--- src/rtl/hazard_ctrl.sv ---
// hazard_ctrl: pipeline hazard controller for a 5-stage RV32I core.
// Drives per-stage stall/flush, EX operand forwarding selects, a post-reset flush
// sequence, multi-cycle EX occupancy tracking, and saturating perf counters.
// Ports:
//   clk, CpuRst_n                      clock, async active-low reset
//   ICacheMiss, DCacheMiss             miss levels, held until served
//   BranchE, JalrE, JalD               redirect sources
//   MulDivStartE                       EX holds a multi-cycle op
//   Rs1D, Rs2D, Rs1E, Rs2E, RdE/M/W    register numbers
//   RegReadE, MemToRegE, RegWriteM/W   operand use, load, writeback enables
//   CntClr                             sync clear of perf counters
//   StallF..W, FlushF..W               segment register controls
//   Forward1E, Forward2E               00 regfile, 10 MEM, 01 WB
//   MdBusy, StallCnt, RedirCnt         status and perf counters
module hazard_ctrl #(
  parameter int RST_FLUSH_CYC = 2,
  parameter int MD_LAT        = 4,
  parameter int CNT_W         = 16,
  parameter int REG_AW        = 5
) (
  input  logic              clk,
  input  logic              CpuRst_n,
  input  logic              ICacheMiss,
  input  logic              DCacheMiss,
  input  logic              BranchE,
  input  logic              JalrE,
  input  logic              JalD,
  input  logic              MulDivStartE,
  input  logic [REG_AW-1:0] Rs1D,
  input  logic [REG_AW-1:0] Rs2D,
  input  logic [REG_AW-1:0] Rs1E,
  input  logic [REG_AW-1:0] Rs2E,
  input  logic [REG_AW-1:0] RdE,
  input  logic [REG_AW-1:0] RdM,
  input  logic [REG_AW-1:0] RdW,
  input  logic [1:0]        RegReadE,
  input  logic              MemToRegE,
  input  logic [2:0]        RegWriteM,
  input  logic [2:0]        RegWriteW,
  input  logic              CntClr,
  output logic              StallF,
  output logic              StallD,
  output logic              StallE,
  output logic              StallM,
  output logic              StallW,
  output logic              FlushF,
  output logic              FlushD,
  output logic              FlushE,
  output logic              FlushM,
  output logic              FlushW,
  output logic [1:0]        Forward1E,
  output logic [1:0]        Forward2E,
  output logic              MdBusy,
  output logic [CNT_W-1:0]  StallCnt,
  output logic [CNT_W-1:0]  RedirCnt
);
  localparam int RW = $clog2(RST_FLUSH_CYC + 1);
  localparam int MW = MD_LAT > 1 ? $clog2(MD_LAT) : 1;
  localparam logic [RW-1:0] RST_LD = RW'(RST_FLUSH_CYC);
  localparam logic [MW-1:0] MD_TOP = MW'(MD_LAT - 1);
  logic [RW-1:0]    rst_cnt_q, rst_cnt_d;
  logic [MW-1:0]    md_cnt_q, md_cnt_d;
  logic [CNT_W-1:0] stall_cnt_q, stall_cnt_d, redir_cnt_q, redir_cnt_d;
  logic             rst_phase, md_busy, load_use, redir, redir_fire;
  logic             hit_m1, hit_w1, hit_m2, hit_w2;
  logic [4:0]       st, fl;
  assign rst_phase  = !CpuRst_n || rst_cnt_q != '0;
  assign md_busy    = MulDivStartE && md_cnt_q != MD_TOP;
  assign load_use   = MemToRegE && RdE != '0 && (RdE == Rs1D || RdE == Rs2D);
  assign redir      = BranchE || JalrE;
  assign redir_fire = !rst_phase && !DCacheMiss && !md_busy && redir;
  assign MdBusy     = md_busy && !rst_phase;
  // First matching rule wins; reset phase flushes everything.
  always_comb begin
    st = '0;
    fl = '0;
    if (rst_phase) fl = '1;
    else if (DCacheMiss) begin st = 5'b11110; fl = 5'b00001; end
    else if (md_busy) begin st = 5'b11100; fl = 5'b00010; end
    else if (redir) fl = 5'b01100;
    else if (load_use) begin st = 5'b11000; fl = 5'b00100; end
    else if (JalD) fl = 5'b01000;
    else if (ICacheMiss) begin st = 5'b10000; fl = 5'b01000; end
  end
  assign {StallF, StallD, StallE, StallM, StallW} = st;
  assign {FlushF, FlushD, FlushE, FlushM, FlushW} = fl;
  assign hit_m1 = RegReadE[1] && RegWriteM != '0 && RdM != '0 && RdM == Rs1E;
  assign hit_w1 = RegReadE[1] && RegWriteW != '0 && RdW != '0 && RdW == Rs1E;
  assign hit_m2 = RegReadE[0] && RegWriteM != '0 && RdM != '0 && RdM == Rs2E;
  assign hit_w2 = RegReadE[0] && RegWriteW != '0 && RdW != '0 && RdW == Rs2E;
  assign Forward1E = hit_m1 ? 2'b10 : hit_w1 ? 2'b01 : 2'b00;
  assign Forward2E = hit_m2 ? 2'b10 : hit_w2 ? 2'b01 : 2'b00;
  // MdCnt freezes under a data-cache miss so the op keeps its full EX residency.
  always_comb begin
    rst_cnt_d   = rst_cnt_q == '0 ? '0 : rst_cnt_q - 1'b1;
    md_cnt_d    = !MulDivStartE ? '0 : DCacheMiss ? md_cnt_q : md_cnt_q == MD_TOP ? '0 : md_cnt_q + 1'b1;
    stall_cnt_d = CntClr ? '0 : (StallF && !rst_phase && stall_cnt_q != '1) ? stall_cnt_q + 1'b1 : stall_cnt_q;
    redir_cnt_d = CntClr ? '0 : (redir_fire && redir_cnt_q != '1) ? redir_cnt_q + 1'b1 : redir_cnt_q;
  end
  always_ff @(posedge clk or negedge CpuRst_n) begin
    if (!CpuRst_n) begin
      rst_cnt_q   <= RST_LD;
      md_cnt_q    <= '0;
      stall_cnt_q <= '0;
      redir_cnt_q <= '0;
    end else begin
      rst_cnt_q   <= rst_cnt_d;
      md_cnt_q    <= md_cnt_d;
      stall_cnt_q <= stall_cnt_d;
      redir_cnt_q <= redir_cnt_d;
    end
  end
  assign StallCnt = stall_cnt_q;
  assign RedirCnt = redir_cnt_q;
endmodule

--- config.mk ---
export PLATFORM = sky130hd
export DESIGN_NAME = hazard_ctrl
export DESIGN_NICKNAME = d
export VERILOG_FILES = /design/src/rtl/hazard_ctrl.sv
export SDC_FILE = /design/constraint.sdc
export NUM_CORES = 1
export LEC_CHECK = 0
export CAP_MARGIN = 5
export CORE_MARGIN = 2
export CORE_UTILIZATION = 43
export CTS_BUF_LIST = sky130_fd_sc_hd__clkbuf_8
export CTS_CLUSTER_SIZE = 40
export DETAILED_ROUTE_END_ITERATION = 6
export PLACE_DENSITY = 0.82
export SLEW_MARGIN = 15
export SYNTH_ARGS = -nofsm -noshare
export SYNTH_HDL_FRONTEND = slang
export SYNTH_SLANG_ARGS = --single-unit
--- constraint.sdc ---
create_clock -name clk -period 3.4 [get_ports clk]
set_clock_uncertainty 0.05 [all_clocks]
set_input_delay 0.85 -clock clk [delete_from_list [all_inputs] [get_ports clk]]
set_output_delay 0.85 -clock clk [all_outputs]
set_load 0.005 [all_outputs]
Word-level counts from Yosys, hierarchy flattened. Index checks and enable logic that the tools add are counted.

Output and inout port bits: 47. Bits of input ports: 53. Word-level logic and storage cells: 83. Register bits after elaboration: 36.

Equality and inequality tests: 11. Multiplexer cells: 26. Add/sub/neg operators: 4. Reductions and logical operators: 38.

Operators with widths (count): 2-to-1 mux 16 bit (4); 2-to-1 mux 5 bit (8); adder 16 x 1 -> 16 bit, second input constant (2); inequality test 16 bit, second input constant (2); == test 5 bit (6); 2-to-1 mux 4 bit (6); logical AND 1 bit (22); nonzero test 5 bit (3); 2-to-1 mux 2 bit (6); nonzero test 2 bit (3); nonzero test 3 bit (2); logical NOT 1 bit (4); inequality test 2 bit, second input constant (2); logical OR 1 bit (3); adder 2 x 1 -> 2 bit, second input constant (1); == test 2 bit, second input constant (1); logical NOT 2 bit (1); 2-to-1 mux 1 bit (2); subtractor 2 x 1 -> 2 bit, second input constant (1).

Depth between registers and ports, before layout.
Depth after elaboration: 12. Gate-level depth with buffers: 10. Depth with buffers taken out: 8.

Worst setup path after synthesis. No wires, ideal clock.

Kind: input port to output port. Start point: input RdE[1]. End point: output StallF. Stages on the path: 7. Required time: 2500 ps. Buffers on the path: 2. Setup slack: 384 ps. Arrival: 2116 ps. Path through: or4_1 o21a_1 nand2_1 o21a_2 buf_6 buf_2 inv_2.

Cells in the longest elaborated chain, start to end: 8. Elaborated cells on any way between the ends: 11. Classes of those cells: 2 x eq/ne; 5 x mux; 4 x reduce/logical.

RTL lines: start, declared (RTL line 33) `input logic [REG_AW-1:0] RdE,`; == test 5 bit / nonzero test 5 bit (equally long branches) (RTL line 69) `assign load_use = MemToRegE && RdE != '0 && (RdE == Rs1D || RdE == Rs2D);`; logical OR 1 bit / logical AND 1 bit (equally long branches) (RTL line 69); logical AND 1 bit * (RTL line 69); 2-to-1 mux 5 bit * (RTL line 81) `else if (load_use) begin st = 5'b11000; fl = 5'b00100; end`; 2-to-1 mux 5 bit * (RTL line 80) `else if (redir) fl = 5'b01100;`; 2-to-1 mux 5 bit * (RTL line 79) `else if (md_busy) begin st = 5'b11100; fl = 5'b00010; end`; 2-to-1 mux 5 bit * (RTL line 78) `else if (DCacheMiss) begin st = 5'b11110; fl = 5'b00001; end`; 2-to-1 mux 5 bit * (RTL line 77) `if (rst_phase) fl = '1;`; end, declared (RTL line 41) `output logic StallF,`.

Every way passes the cells marked *; elsewhere a longest branch is shown, timed or not.

Final worst setup path.
Start point: input RdM[1]. End point: output Forward2E[1].

Cells in the longest elaborated chain, start to end: 4. Elaborated cells on any way between the ends: 5. Classes of those cells: 1 x eq/ne; 1 x mux; 3 x reduce/logical.

RTL lines: start, declared (RTL line 34) `input logic [REG_AW-1:0] RdM,`; nonzero test 5 bit (RTL line 89) `assign hit_m2 = RegReadE[0] && RegWriteM != '0 && RdM != '0 && RdM == Rs2E;`; logical AND 1 bit (RTL line 89); logical AND 1 bit * (RTL line 89); 2-to-1 mux 2 bit * (RTL line 92) `assign Forward2E = hit_m2 ? 2'b10 : hit_w2 ? 2'b01 : 2'b00;`; end, declared (RTL line 52) `output logic [1:0] Forward2E,`.

Marks and branches as above.

==> impl_metrics.toml <==
[pwr]
p_total_uw = 971
switching_power_uw = 255
power-per-cell-area_nw_per_um2 = 257
p_int_uw = 716
pwr-share-comb = 0.225
cellLeakagePower_uw = 0.00148
worst_ir_drop_vdd_mv = 0.184
register_share_of_total_power = 0.451
p_sw_frac = 0.263
clockPowerShare = 0.324

[worst_setup_path]
required_ns = 2.50
critical_path.slowest_cell = "sky130_fd_sc_hd__or4_4"
worst_setup_path_startpoint = "RdM[1]"
cp_top_family = "buffers and inverters"
critical_path.max_stage_delay_ns = 0.44
end_kind = "output pin"
worstPathBufferInverterCount = 4
critical_path_class = "input pin to output pin"
critical-path-top-cell-by-count = "sky130_fd_sc_hd__buf_4"
critical_path_arrival_ns = 2.44
cell_by_cell_trace_of_the_critical_path = "clkdlybuf4s50_1 > or4_4 > o32ai_4 > buf_4 > nor3_2 > buf_4 > dlygate4sd2_1"
cp-start-kind = "input pin"
reg2reg_from = "StallCnt[0]$_DFFE_PN0P_"
worstPathMaxFanout = 2

[yosys]
syn-num-nets = 331
synth.area.top_cells = "sky130_fd_sc_hd__dfrtp_1 35%, sky130_fd_sc_hd__xnor2_1 9.9%, sky130_fd_sc_hd__xor2_1 5.3%"
ys_types = 48
syn_inst = 275
post_synth_edffs = 0
synth_most_common_cell = "sky130_fd_sc_hd__dfrtp_1"
yosys_register_bits = 36
top_ff_cell_synth = "sky130_fd_sc_hd__dfrtp_1"
synthesis.area_um2 = 2490
synthDominantAreaCellType = "sky130_fd_sc_hd__dfrtp_1"
total_of_warnings_raised_by_yosys = 0
syn_area_per_cell_um2 = 9.05
ys_seq_area_frac = 0.362
async_reset_ff_frac = 1.00
yosysTopAreaCellShare = 0.352
synth_commonest_cells = "35 x sky130_fd_sc_hd__dfrtp_1, 28 x sky130_fd_sc_hd__xnor2_1, 20 x sky130_fd_sc_hd__a21oi_1"

[timing]
setup-violations-final = 0
relative_slew_slack = 0.378
finalHoldWorstSlack_ns = 0.463
setup_repair_after_global_routing_missed_its_margin = "yes"
fmax_mhz = 299
final_cycle_share = 0.983
setup_total_negative_slack_ns = 0
final_max_slew_viol_count = 0
tightestPinTransition_ns = 0.932
final_hold_viol_count = 0
layout_min_cycle_time_ns = 3.34

[grt]
first_pass_grt_wire_length_um = 11200
final_global_route_overflow_total = 0
grt_use_total = 0.222
number_of_antenna_violations_at_the_first_check_in_global_routing = 0
grt_pass1_vias = 2423
grt_start_max_net_pins = 37

[floorplanning]
floorplan.die_area_um2 = 6410
core_um2 = 5540
core.rowCount = 27
die_height_um = 80.1
initial_core_util = 0.449
die_width_um = 80.1
top_level_ports = 100

[placement]
numPortBuffers = 98
routabilityCongestion = 0.822
count_of_placed_standard_cells_including_taps = 453
dpl_cell_area_um2 = 3650
estimated_wirelength_of_the_detail_placed_design_um = 5140

[routing]
routed_wirelength_um = 6940
route.detailed.wl_per_inst_um = 15.0
antenna_left = 0
per_cell_via_count_in_the_routed_design = 5.45
drc = 0
first_pass_iters = 4
dr.first_iter.drc_count = 103
detailroute.via_count = 2518

[layout]
flow.area_growth_from_synthesis_pct = 51.5
design_area_um2 = 3770
finalNonFillerCells = 462
fillers = 468
post_route_cells_drive_above_1_share = 0.133
n_antenna_cell = 0
regArea_um2 = 902
multi_input_comb_area_um2 = 1520
final_net_count = 445

[clock_tree]
clkLatencyLatePin_ns = 0.29
clock_transition_at_the_registers_of_the_reported_paths_ns = 0.07
cts-root-to-sink-buffers = 2
clock-root-buffer = "sky130_fd_sc_hd__clkbuf_8"
number_of_cts_inserted_buffers = 5
tritoncts = "done"
clkSinkCount = 36
cts_htree_levels = 2

[outcome]
run_status = "complete, no violations"

[min_path]
timing.hold.worst.class = "flop to flop"
timing.hold.worst.start = "rst_cnt_q[0]$_DFF_PN0_"

[flow_run]
max-cap-violations = 0
## per-stage QoR
step	worst slack, ns	util
2_1_floorplan	0.384	-
3_3_place_gp	-0.423	0.658
3_5_place_dp	-0.468	0.658
4_1_cts	0.0268	0.679
5_1_grt	-0.000332	0.681
6_report	0.0570	0.681
## layer usage
layer / vias to the layer above / track usage / share of wire / wire (um)
li1: 1234 / - / - / -
met4: 0 / 0.0458 / 0.013 / 89
met2: 89 / 0.383 / 0.50 / 3480
met3: 11 / 0.0652 / 0.066 / 459
met1: 1184 / 0.275 / 0.42 / 2910
met5: - / 0 / 0 / 0
## worst paths after layout
kind / end / slack [ns] / cells after the start
hold reg to reg: rst_cnt_q[0]$_DFF_PN0_ / 0.46 / 1
setup / recovery: Forward2E[1] / 0.06 / 7
hold / removal: rst_cnt_q[0]$_DFF_PN0_ / 0.46 / 1
min in group asynchronous: RedirCnt[9]$_DFFE_PN0P_ / 0.74 / 2
max in group asynchronous: rst_cnt_q[1]$_DFF_PN1_ / 2.21 / 2
setup reg to reg: StallCnt[8]$_DFFE_PN0P_ / 0.97 / 5
## cell families (layout without fill, tap and decap cells)
kind of cell | Yosys count | after routing | synth area share
AND/OR/NAND/NOR | 117 | 117 | 0.279
AO/OA/AOI/OAI | 51 | 51 | 0.141
XOR/XNOR | 43 | 43 | 0.151
flip-flops | 36 | 36 | 0.362
buffers and inverters | 23 | 138 | 0.0463
adder cells (fa/ha/maj) | 3 | 3 | 0.0151
other | 1 | 1 | 0.00151
multiplexers | 1 | 1 | 0.00402
## power by group through the flow
stage | Clock [uW] | Sequential (uW) | Combinational [uW]
6_report | 315 | 438 | 218
5_1_grt | 346 | 439 | 236
4_1_cts | 319 | 438 | 216
3_5_place_dp | 0 | 446 | 215
3_3_place_gp | 0 | 445 | 210
2_1_floorplan | 0 | 445 | 81.9
## final cells by class
| cell class | instances | area share |
|---|---|---|
| multi-input cells | 216 | 0.404 |
| repair buffers | 122 | 0.301 |
| flip-flops and latches | 36 | 0.239 |
| well taps | 72 | 0.0239 |
| clock buffers | 6 | 0.0219 |
| inverters | 8 | 0.00796 |
| clock inverters | 2 | 0.00199 |
## cell usage in the layout (no fill, tap or decap), drive strengths merged, types with 7 or more instances in the layout
cell type       n
a21oi          20
and3            9
buf            27
clkdlybuf4s50  84
dfrtp          35
dlygate4sd2     9
inv            10
nand2          17
nand3          18
nand4           7
nor2           18
nor3           10
o31ai          11
or4            16
xnor2          28
xor2           15
## timing repair
action	CTS	global route
setup endpoints to repair	9	4
hold buffers	0	0
pin swaps	9	3
gates resized for setup	31	2
setup buffers	1	0
## flip-flops by register name, indices dropped and copies added (netlist names)
register	count
RedirCnt	16
StallCnt	16
md_cnt_q	2
rst_cnt_q	2
Power figures use the tool's default switching activity.
